**src/rtl/cache_pkg.sv**
```systemverilog
// Shared definitions for the set-associative tag controller: derived field widths
// and the controller FSM state encoding.
package cache_pkg;

  typedef enum logic [1:0] {
    StIdle   = 2'd0,
    StLookup = 2'd1,
    StUpdate = 2'd2
  } state_e;

  function automatic int unsigned offset_w(input int unsigned block_bytes);
    return $clog2(block_bytes);
  endfunction

  function automatic int unsigned sets_of(input int unsigned cache_bytes,
                                          input int unsigned block_bytes,
                                          input int unsigned ways);
    return cache_bytes / (block_bytes * ways);
  endfunction

  // Zero when the cache has a single set.
  function automatic int unsigned index_w(input int unsigned cache_bytes,
                                          input int unsigned block_bytes,
                                          input int unsigned ways);
    return $clog2(sets_of(cache_bytes, block_bytes, ways));
  endfunction

  function automatic int unsigned tag_w(input int unsigned cache_bytes,
                                        input int unsigned block_bytes,
                                        input int unsigned ways);
    return 32 - offset_w(block_bytes) - index_w(cache_bytes, block_bytes, ways);
  endfunction

  function automatic int unsigned way_w(input int unsigned ways);
    return $clog2(ways);
  endfunction

endpackage

```
**src/rtl/cache_lru_shift.sv**
```systemverilog
// Move-to-front reorder of one set: the line at position pos is dropped, ways
// 0..pos-1 slide down by one, and new_line lands at way 0 (MRU). A miss uses
// pos = WAYS-1 so the LRU line falls off the end.
module cache_lru_shift #(
  parameter int unsigned WAYS   = 4,
  parameter int unsigned LINE_W = 32
) (
  input  logic [WAYS-1:0][LINE_W-1:0] set_in,
  input  logic [$clog2(WAYS)-1:0]     pos,
  input  logic [LINE_W-1:0]           new_line,
  output logic [WAYS-1:0][LINE_W-1:0] set_out
);

  // Ways above pos keep their place; ways up to pos take their upper neighbour.
  always_comb begin
    set_out    = set_in;
    set_out[0] = new_line;
    for (int i = 1; i < int'(WAYS); i++) begin
      if (i <= int'(pos)) set_out[i] = set_in[i-1];
    end
  end

endmodule

```
**src/rtl/assoc_cache_tagctl.sv**
```systemverilog
// Set-associative cache tag controller with true-LRU move-to-front ordering.
// One request at a time: IDLE -> LOOKUP -> UPDATE -> IDLE, response one cycle later.
// Optional hit/miss statistics counters are built when ASSOC_CACHE_STATS_EN is defined.
module assoc_cache_tagctl
  import cache_pkg::*;
#(
  parameter int unsigned WAYS        = 4,
  parameter int unsigned BLOCK_BYTES = 16,
  parameter int unsigned CACHE_BYTES = 256,
  parameter int unsigned CNT_W       = 16
) (
  input  logic                         clk,
  input  logic                         reset,
  input  logic                         req_valid,
  output logic                         req_ready,
  input  logic [31:0]                  req_addr,
  input  logic                         req_write,
  output logic                         resp_valid,
  output logic                         resp_hit,
  output logic [way_w(WAYS)-1:0]       resp_way,
  output logic                         evict_valid,
  output logic                         evict_dirty,
  output logic [31:0]                  evict_addr,
  output logic [CNT_W-1:0]             hit_count,
  output logic [CNT_W-1:0]             miss_count
);

  localparam int unsigned SETS   = sets_of(CACHE_BYTES, BLOCK_BYTES, WAYS);
  localparam int unsigned OFF_W  = offset_w(BLOCK_BYTES);
  localparam int unsigned IDX_W  = index_w(CACHE_BYTES, BLOCK_BYTES, WAYS);
  localparam int unsigned TAG_W  = tag_w(CACHE_BYTES, BLOCK_BYTES, WAYS);
  localparam int unsigned WAY_W  = way_w(WAYS);
  localparam int unsigned IDX_SW = (IDX_W == 0) ? 1 : IDX_W;
  // Line layout: {valid, dirty, tag}
  localparam int unsigned LINE_W = TAG_W + 2;

  state_e                         state_q;
  logic [31:0]                    addr_q;
  logic                           write_q;
  logic                           hit_q;
  logic [WAY_W-1:0]               way_q;
  logic [WAYS-1:0][LINE_W-1:0]    sets_q [SETS];

  logic [IDX_SW-1:0]              set_idx;
  logic [TAG_W-1:0]               req_tag;
  logic [WAYS-1:0][LINE_W-1:0]    cur_set;
  logic [WAYS-1:0][LINE_W-1:0]    new_set;
  logic                           lk_hit;
  logic [WAY_W-1:0]               lk_way;
  logic [WAY_W-1:0]               shift_pos;
  logic [LINE_W-1:0]              new_line;
  logic [LINE_W-1:0]              victim;
  logic                           victim_ev;
  logic [31:0]                    victim_addr;

  assign req_ready = (state_q == StIdle);
  assign set_idx   = (SETS == 1) ? '0 : IDX_SW'(addr_q >> OFF_W);
  assign req_tag   = TAG_W'(addr_q >> (OFF_W + IDX_W));
  assign cur_set   = sets_q[set_idx];

  // Parallel tag compare across all ways of the addressed set.
  always_comb begin
    lk_hit = 1'b0;
    lk_way = '0;
    for (int w = 0; w < int'(WAYS); w++) begin
      if (cur_set[w][LINE_W-1] && (cur_set[w][TAG_W-1:0] == req_tag)) begin
        lk_hit = 1'b1;
        lk_way = WAY_W'(w);
      end
    end
  end

  // Build the line to promote and identify the victim for the update cycle.
  always_comb begin
    shift_pos   = hit_q ? way_q : WAY_W'(WAYS - 1);
    new_line    = {1'b1, (hit_q ? cur_set[way_q][LINE_W-2] : 1'b0) | write_q, req_tag};
    victim      = cur_set[WAYS-1];
    victim_ev   = !hit_q && victim[LINE_W-1];
    victim_addr = (32'(victim[TAG_W-1:0]) << (OFF_W + IDX_W)) | (32'(set_idx) << OFF_W);
  end

  cache_lru_shift #(
    .WAYS   (WAYS),
    .LINE_W (LINE_W)
  ) u_lru_shift (
    .set_in   (cur_set),
    .pos      (shift_pos),
    .new_line (new_line),
    .set_out  (new_set)
  );

  // Controller FSM; reset aborts any in-flight request.
  always_ff @(posedge clk) begin
    if (reset) begin
      state_q <= StIdle;
    end else begin
      unique case (state_q)
        StIdle:   if (req_valid) state_q <= StLookup;
        StLookup: state_q <= StUpdate;
        StUpdate: state_q <= StIdle;
        default:  state_q <= StIdle;
      endcase
    end
  end

  // Request and lookup-result registers; no reset needed, qualified by state.
  always_ff @(posedge clk) begin
    if (state_q == StIdle && req_valid) begin
      addr_q  <= req_addr;
      write_q <= req_write;
    end
    if (state_q == StLookup) begin
      hit_q <= lk_hit;
      way_q <= lk_way;
    end
  end

  // Tag array: cleared on reset, reordered set written back in UPDATE.
  always_ff @(posedge clk) begin
    if (reset) begin
      for (int s = 0; s < int'(SETS); s++) sets_q[s] <= '0;
    end else if (state_q == StUpdate) begin
      sets_q[set_idx] <= new_set;
    end
  end

  // Response registers: valid pulses once, payload holds until the next response.
  always_ff @(posedge clk) begin
    if (reset) begin
      resp_valid  <= 1'b0;
      resp_hit    <= 1'b0;
      resp_way    <= '0;
      evict_valid <= 1'b0;
      evict_dirty <= 1'b0;
      evict_addr  <= '0;
    end else begin
      resp_valid <= 1'b0;
      if (state_q == StUpdate) begin
        resp_valid  <= 1'b1;
        resp_hit    <= hit_q;
        resp_way    <= hit_q ? way_q : '0;
        evict_valid <= victim_ev;
        evict_dirty <= victim_ev && victim[LINE_W-2];
        evict_addr  <= victim_ev ? victim_addr : 32'd0;
      end
    end
  end

`ifdef ASSOC_CACHE_STATS_EN
  // Saturating statistics, bumped alongside each response.
  always_ff @(posedge clk) begin
    if (reset) begin
      hit_count  <= '0;
      miss_count <= '0;
    end else if (state_q == StUpdate) begin
      if (hit_q && !(&hit_count))   hit_count  <= hit_count + 1'b1;
      if (!hit_q && !(&miss_count)) miss_count <= miss_count + 1'b1;
    end
  end
`else
  assign hit_count  = '0;
  assign miss_count = '0;
`endif

endmodule

```
**config.mk**
```make
export PLATFORM = sky130hd
export DESIGN_NAME = assoc_cache_tagctl
export DESIGN_NICKNAME = d
export VERILOG_FILES = /design/src/rtl/cache_pkg.sv /design/src/rtl/cache_lru_shift.sv /design/src/rtl/assoc_cache_tagctl.sv
export SDC_FILE = /design/constraint.sdc
export NUM_CORES = 1
export LEC_CHECK = 0
export CAP_MARGIN = 20
export CORE_ASPECT_RATIO = 0.8
export CORE_MARGIN = 1.5
export CORE_UTILIZATION = 65
export CTS_CLUSTER_DIAMETER = 120
export DETAILED_ROUTE_END_ITERATION = 8
export PLACE_DENSITY = 0.85
export SLEW_MARGIN = 30
export SYNTH_ARGS = -nofsm -noshare
export SYNTH_HDL_FRONTEND = slang
export SYNTH_SLANG_ARGS = --single-unit
```
**constraint.sdc**
```tcl
create_clock -name clk -period 14.44 [get_ports clk]
set_input_delay 3.61 -clock clk [delete_from_list [all_inputs] [get_ports clk]]
set_output_delay 3.61 -clock clk [all_outputs]
set_load 0.02 [all_outputs]
```
# Yosys cells after proc, flatten, opt, wreduce, memory -nomap -nowiden
# Memory sizes are Yosys's and may differ from the RTL's. A register that Yosys moved wholly into a read port is not among the register bits.
# Index checks and enable logic that the tools add are counted.
# classes
add_sub_neg,0
n_mul,0
div_mod_pow,0
n_lt_le_gt_ge,4
eq_ne,7
n_shift,0
muxes,23
bitwise,2
n_reduce_logical,12
# op_table
op,count
112-bit two-way mux,1
112-bit OR reduction,1
26-bit == test,4
28-bit two-way mux,3
28-bit binary-select mux with 2-bit select,1
32-bit two-way mux,1
32-bit by 6-bit bitwise OR with 32-bit output,1
27-bit two-way mux,1
1-bit two-way mux,10
2-bit two-way mux,5
1-bit logical AND,7
2-bit <= comparator (first input constant),2
2-bit one-hot mux with 2 select lines,1
2-bit by 3-bit less-than comparator with 1-bit output (second input constant),1
3-bit OR reduction,1
2-bit by 1-bit == test with 1-bit output (second input constant),1
2-bit == test (second input constant),1
1-bit by 2-bit <= comparator with 1-bit output (first input constant),1
2-bit zero test,1
2-bit != test (second input constant),1
2-bit OR reduction,1
1-bit zero test,1
1-bit bitwise OR,1
# word_totals
regBits,76
latch_bits,0
ram_bits,448
rom_bits,0
input_bits,36
wordCells,61
n_memories,1
# memory_table
name,words,width,read_ports,rd_clocked_by_memory_dff,write_ports,line,rtl
sets_q,4,112,1,1,4,assoc_cache_tagctl.sv:42,logic [WAYS-1:0][LINE_W-1:0] sets_q [SETS];

# Depth between registers and ports, before layout
# logic_depth
depth_word,6
ltp_mapped,13

# By module
# A second synthesis with hierarchy kept.
# unflattened
hier_cells,1691
area_unflattened_um2,25039.0
# modules_own_cells
module,n_inst,cells_each,area_per_inst_um2
assoc_cache_tagctl,1,1570,23710.2
cache_lru_shift,1,121,1328.8

# Worst setup path before layout
# OpenSTA, ideal clock, no wires.
# synth_timing
kind,input to register
from,input reset
to,memory sets_q[0][0] (netlist bit) (enable)
setup_time_ns,0.491
arrival_ns,6.916
setup_slack_ns,7.033
cell_stages,5
cell_sequence,nand2b_1 clkbuf_1 or3_1 clkbuf_1 nand2b_1
# synth_lines
item,line,rtl
"start, declared",assoc_cache_tagctl.sv:13,"input logic reset,"
"end, declared",assoc_cache_tagctl.sv:42,

==> results by group <==
Synth
  – Post-synthesis compound-gate area fraction: 0.0375
  – Avg Cell Area, Syn: 12.5 µm²
  – Sequential fraction of the synthesis area: 0.635
  – Post-synthesis mux area share: 0.119
  – Cell Area, Synth: 23900 µm²
  – Async SR Flop Fraction: 0
  – Cells after Synth: 1906
  – Netlist cell types: 55
  – Yosys reg bits: around 520
  – Post-synth EDFFs: 480
  – Adder-Cell Fraction of Synth Area: 0
  – Synth warnings: 0
  – Top_reg_cell synth: edfxtp_1
  – Largest family of logic cells by synthesized area: simple AND/OR/NAND/NOR gates
  – XOR/XNOR share of the synthesized area: 0.0308
  – Synth Area in Simple Gates: 0.127

Drt
  – Routed Antenna Nets: 0
  – WL/cell: roughly 26 µm
  – Vias post-DR: 15700
  – Drt initial violations: 2442
  – Pre-Repair DR Iteration Count: 6
  – Vias/cell: 6.43
  – Total wire length: ~63 mm
  – Drt drc: 0

STA
  – Hold Vio Cnt, Final: 0
  – Period utilisation layout: 0.481
  – Unrepaired setup endpoints after global routing: false
  – Setup violators final: 0
  – Worst slew pin tran: 0.951 ns
  – Max-slew violations: 0
  – Max Clock Freq: 144 MHz
  – Skew final: about 0.048 ns
  – TNS Setup: 0 ns
  – Final min period: about 6.9 ns
  – Slew margin rel.: 0.365

Floorplanning
  – Starting density of the core: 0.663
  – Core Region: approximately 36000 µm²
  – DIE AREA: 38000 µm²
  – Std cell rows: 62
  – Die Y: about 170 µm
  – I/O pins: 107
  – Die X: about 220 µm

Clock network
  – Clock-pin slew of the registers on the worst-case setup and hold paths: 0.06 ns
  – CTS sink cnt: 518
  – Inserted Clock Buffers: 49
  – CTS tree: built
  – # H-tree levels: 2
  – # Post-CTS Setup Buffers: 0
  – Longest Clk Path Bufs: 3
  – Clk Latency, worst-skew pair: 0.62 ns
  – Hold Buf Count CTS: 0
  – Post-CTS resize count: 0
  – Clock root cell: clkbuf_16

Placed design
  – # port buffers: 66
  – Final GP Congestion: 0.910
  – HPWL Detailed: ~37 mm

Power
  – Overall Power: 3.43 mW
  – Leakage power: 10.1 nW
  – PwrDens: 130 nW/µm²
  – Maximum vdd ir drop: ~0.00012 V

Global routing
  – Initial antenna violation count: 1
  – Largest net degree at the start of global routing: 87
  – Vias in the first global route: 15600
  – GR Util met1: 0.449
  – M2 GR Usage: 0.526
  – Total gr overflow: 0
  – Total track usage: 0.336
  – Global Route met3 Usage: 0.0908
  – First-pass GRT wire length: 93.8 mm
  – Most Used Layer, Global Route: met2

Final layout
  – Share of cells above drive strength 1: 0.109
  – Nets: around 2000
  – Commonest cells after routing, fill and taps aside: 480 x edfxtp_1, 307 x nor2_1, 305 x nand2_1, 96 x inv_1, 81 x mux4_2
  – Area of the multi-input gates: 7720 µm²
  – Fill count: 2259
  – Most common cell after layout, fill and taps aside: edfxtp_1
  – Register area: around 15000 µm²
  – Antenna Cells: 0
  – Area Growth Syn to Fin: 10.2%

Setup path
  – Crit path capture type: flop
  – CP required: 14.65 ns
  – Crit Path Category: in2reg
  – CP Max Fanout: 58
  – CP startpoint kind: input port
  – Worst EP arrival: 7.16 ns

Outcome
  – Status: completed

Hold path
  – Hold Crit Class: reg2reg

Flow run
  – Max-cap violations: 0
## routing by layer
| layer | vias up | wire length [µm] |
|---|---|---|
| met5 | - | 12 |
| met4 | 2 | 2660 |
| met3 | 206 | 8130 |
| met2 | 1195 | 29200 |
| met1 | 7634 | 22700 |
| li1 | 6634 | - |
## power breakdown
part | internal [mW] | leakage (nW) | switching [mW] | total, mW
Combinational | 0.132 | 4.10 | 0.221 | 0.354
Sequential | 1.69 | 5.24 | 0.0500 | 1.74
Clock | 0.754 | 0.799 | 0.576 | 1.33
Total | 2.58 | 10.1 | 0.847 | 3.43
## layout make-up
cell class | count | area share
Sequential cell | 518 | 0.576
Multi-Input combinational cell | 1159 | 0.293
Clock buffer | 56 | 0.0479
Timing Repair Buffer | 87 | 0.0320
Tap cell | 480 | 0.0228
Inverter | 103 | 0.0147
Clock inverter | 33 | 0.0137
## cells by family (layout without fill, tap and decap cells)
| group | count (synthesis) | count (layout) |
|---|---|---|
| XOR/XNOR | 84 | 84 |
| multiplexers | 180 | 180 |
| flip-flops | 518 | 518 |
| AND/OR/NAND/NOR | 732 | 732 |
| other | 1 | 36 |
| buffers and inverters | 264 | 279 |
| AO/OA/AOI/OAI | 127 | 127 |
## worst max-delay path, cell delays in order
cell and delay (ns):
clkdlybuf4s50_1 0.61, nand2b_2 0.56, or3_4 0.73, nand2b_4 0.75
buf_4 0.82
## worst paths after layout
| kind | slack [ns] | cells past startpoint | startpoint | end |
|---|---|---|---|---|
| max | 7.49 | 5 | reset | sets_q[0][66]$_SDFFCE_PN0P_ |
| min | 0.47 | 1 | evict_addr[30]$_SDFFE_PP0N_ | evict_addr[30]$_SDFFE_PP0N_ |
| max reg2reg | 10.19 | 8 | flop | hit_q$_SDFFCE_PP1N_ |
| min reg2reg | 0.47 | 1 | evict_addr[30]$_SDFFE_PP0N_ | evict_addr[30]$_SDFFE_PP0N_ |
## through the flow
step | setup slack (ns) | hold WS (ns) | cell area [µm²] | instances | utilization
after CTS | 7.47 | 0.478 | 26300 | 2435 | 0.730
after detailed placement | 6.86 | 0.444 | 24700 | 2346 | 0.685
after floorplan | 7.03 | 0.521 | 24000 | 1941 | -
final | 7.49 | 0.474 | 26400 | 2436 | 0.731
after global routing | 7.36 | 0.488 | 26400 | 2436 | 0.731
after global placement | 6.54 | 0.432 | 24700 | 2346 | 0.685
## sequential cells by signal (all words and copies together) (netlist names), named ones only
signal	cells
way_q	2
sets_q	448
addr_q	28
resp_hit	1
evict_valid	1
hit_q	1
evict_dirty	1
resp_valid	1
write_q	1
resp_way	2
state_q	2
evict_addr	28
## Yosys cell counts (8+ instances only)
cell type / n / share of area
dfxtp_1: 38 / 0.032
xnor2_1: 58 / 0.021
nand4_1: 10 / 0.0026
mux4_2: 81 / 0.076
buf_2: 20 / 0.0042
buf_1: 14 / 0.0022
a22o_1: 31 / 0.011
o21ai_0: 40 / 0.0084
o22ai_1: 8 / 0.0021
inv_1: 97 / 0.015
and2_1: 65 / 0.017
a21oi_1: 8 / 0.0017
mux2_2: 19 / 0.0089
buf_4: 43 / 0.013
nor2_1: 309 / 0.049
clkbuf_1: 78 / 0.012
nand2b_1: 8 / 0.0021
nand2_1: 307 / 0.048
mux2i_1: 80 / 0.033
edfxtp_1: 480 / 0.60
nor4_1: 12 / 0.0031
a22oi_1: 8 / 0.0025
xor2_1: 26 / 0.0095
Note: power is estimated with default switching activity, not from simulation.
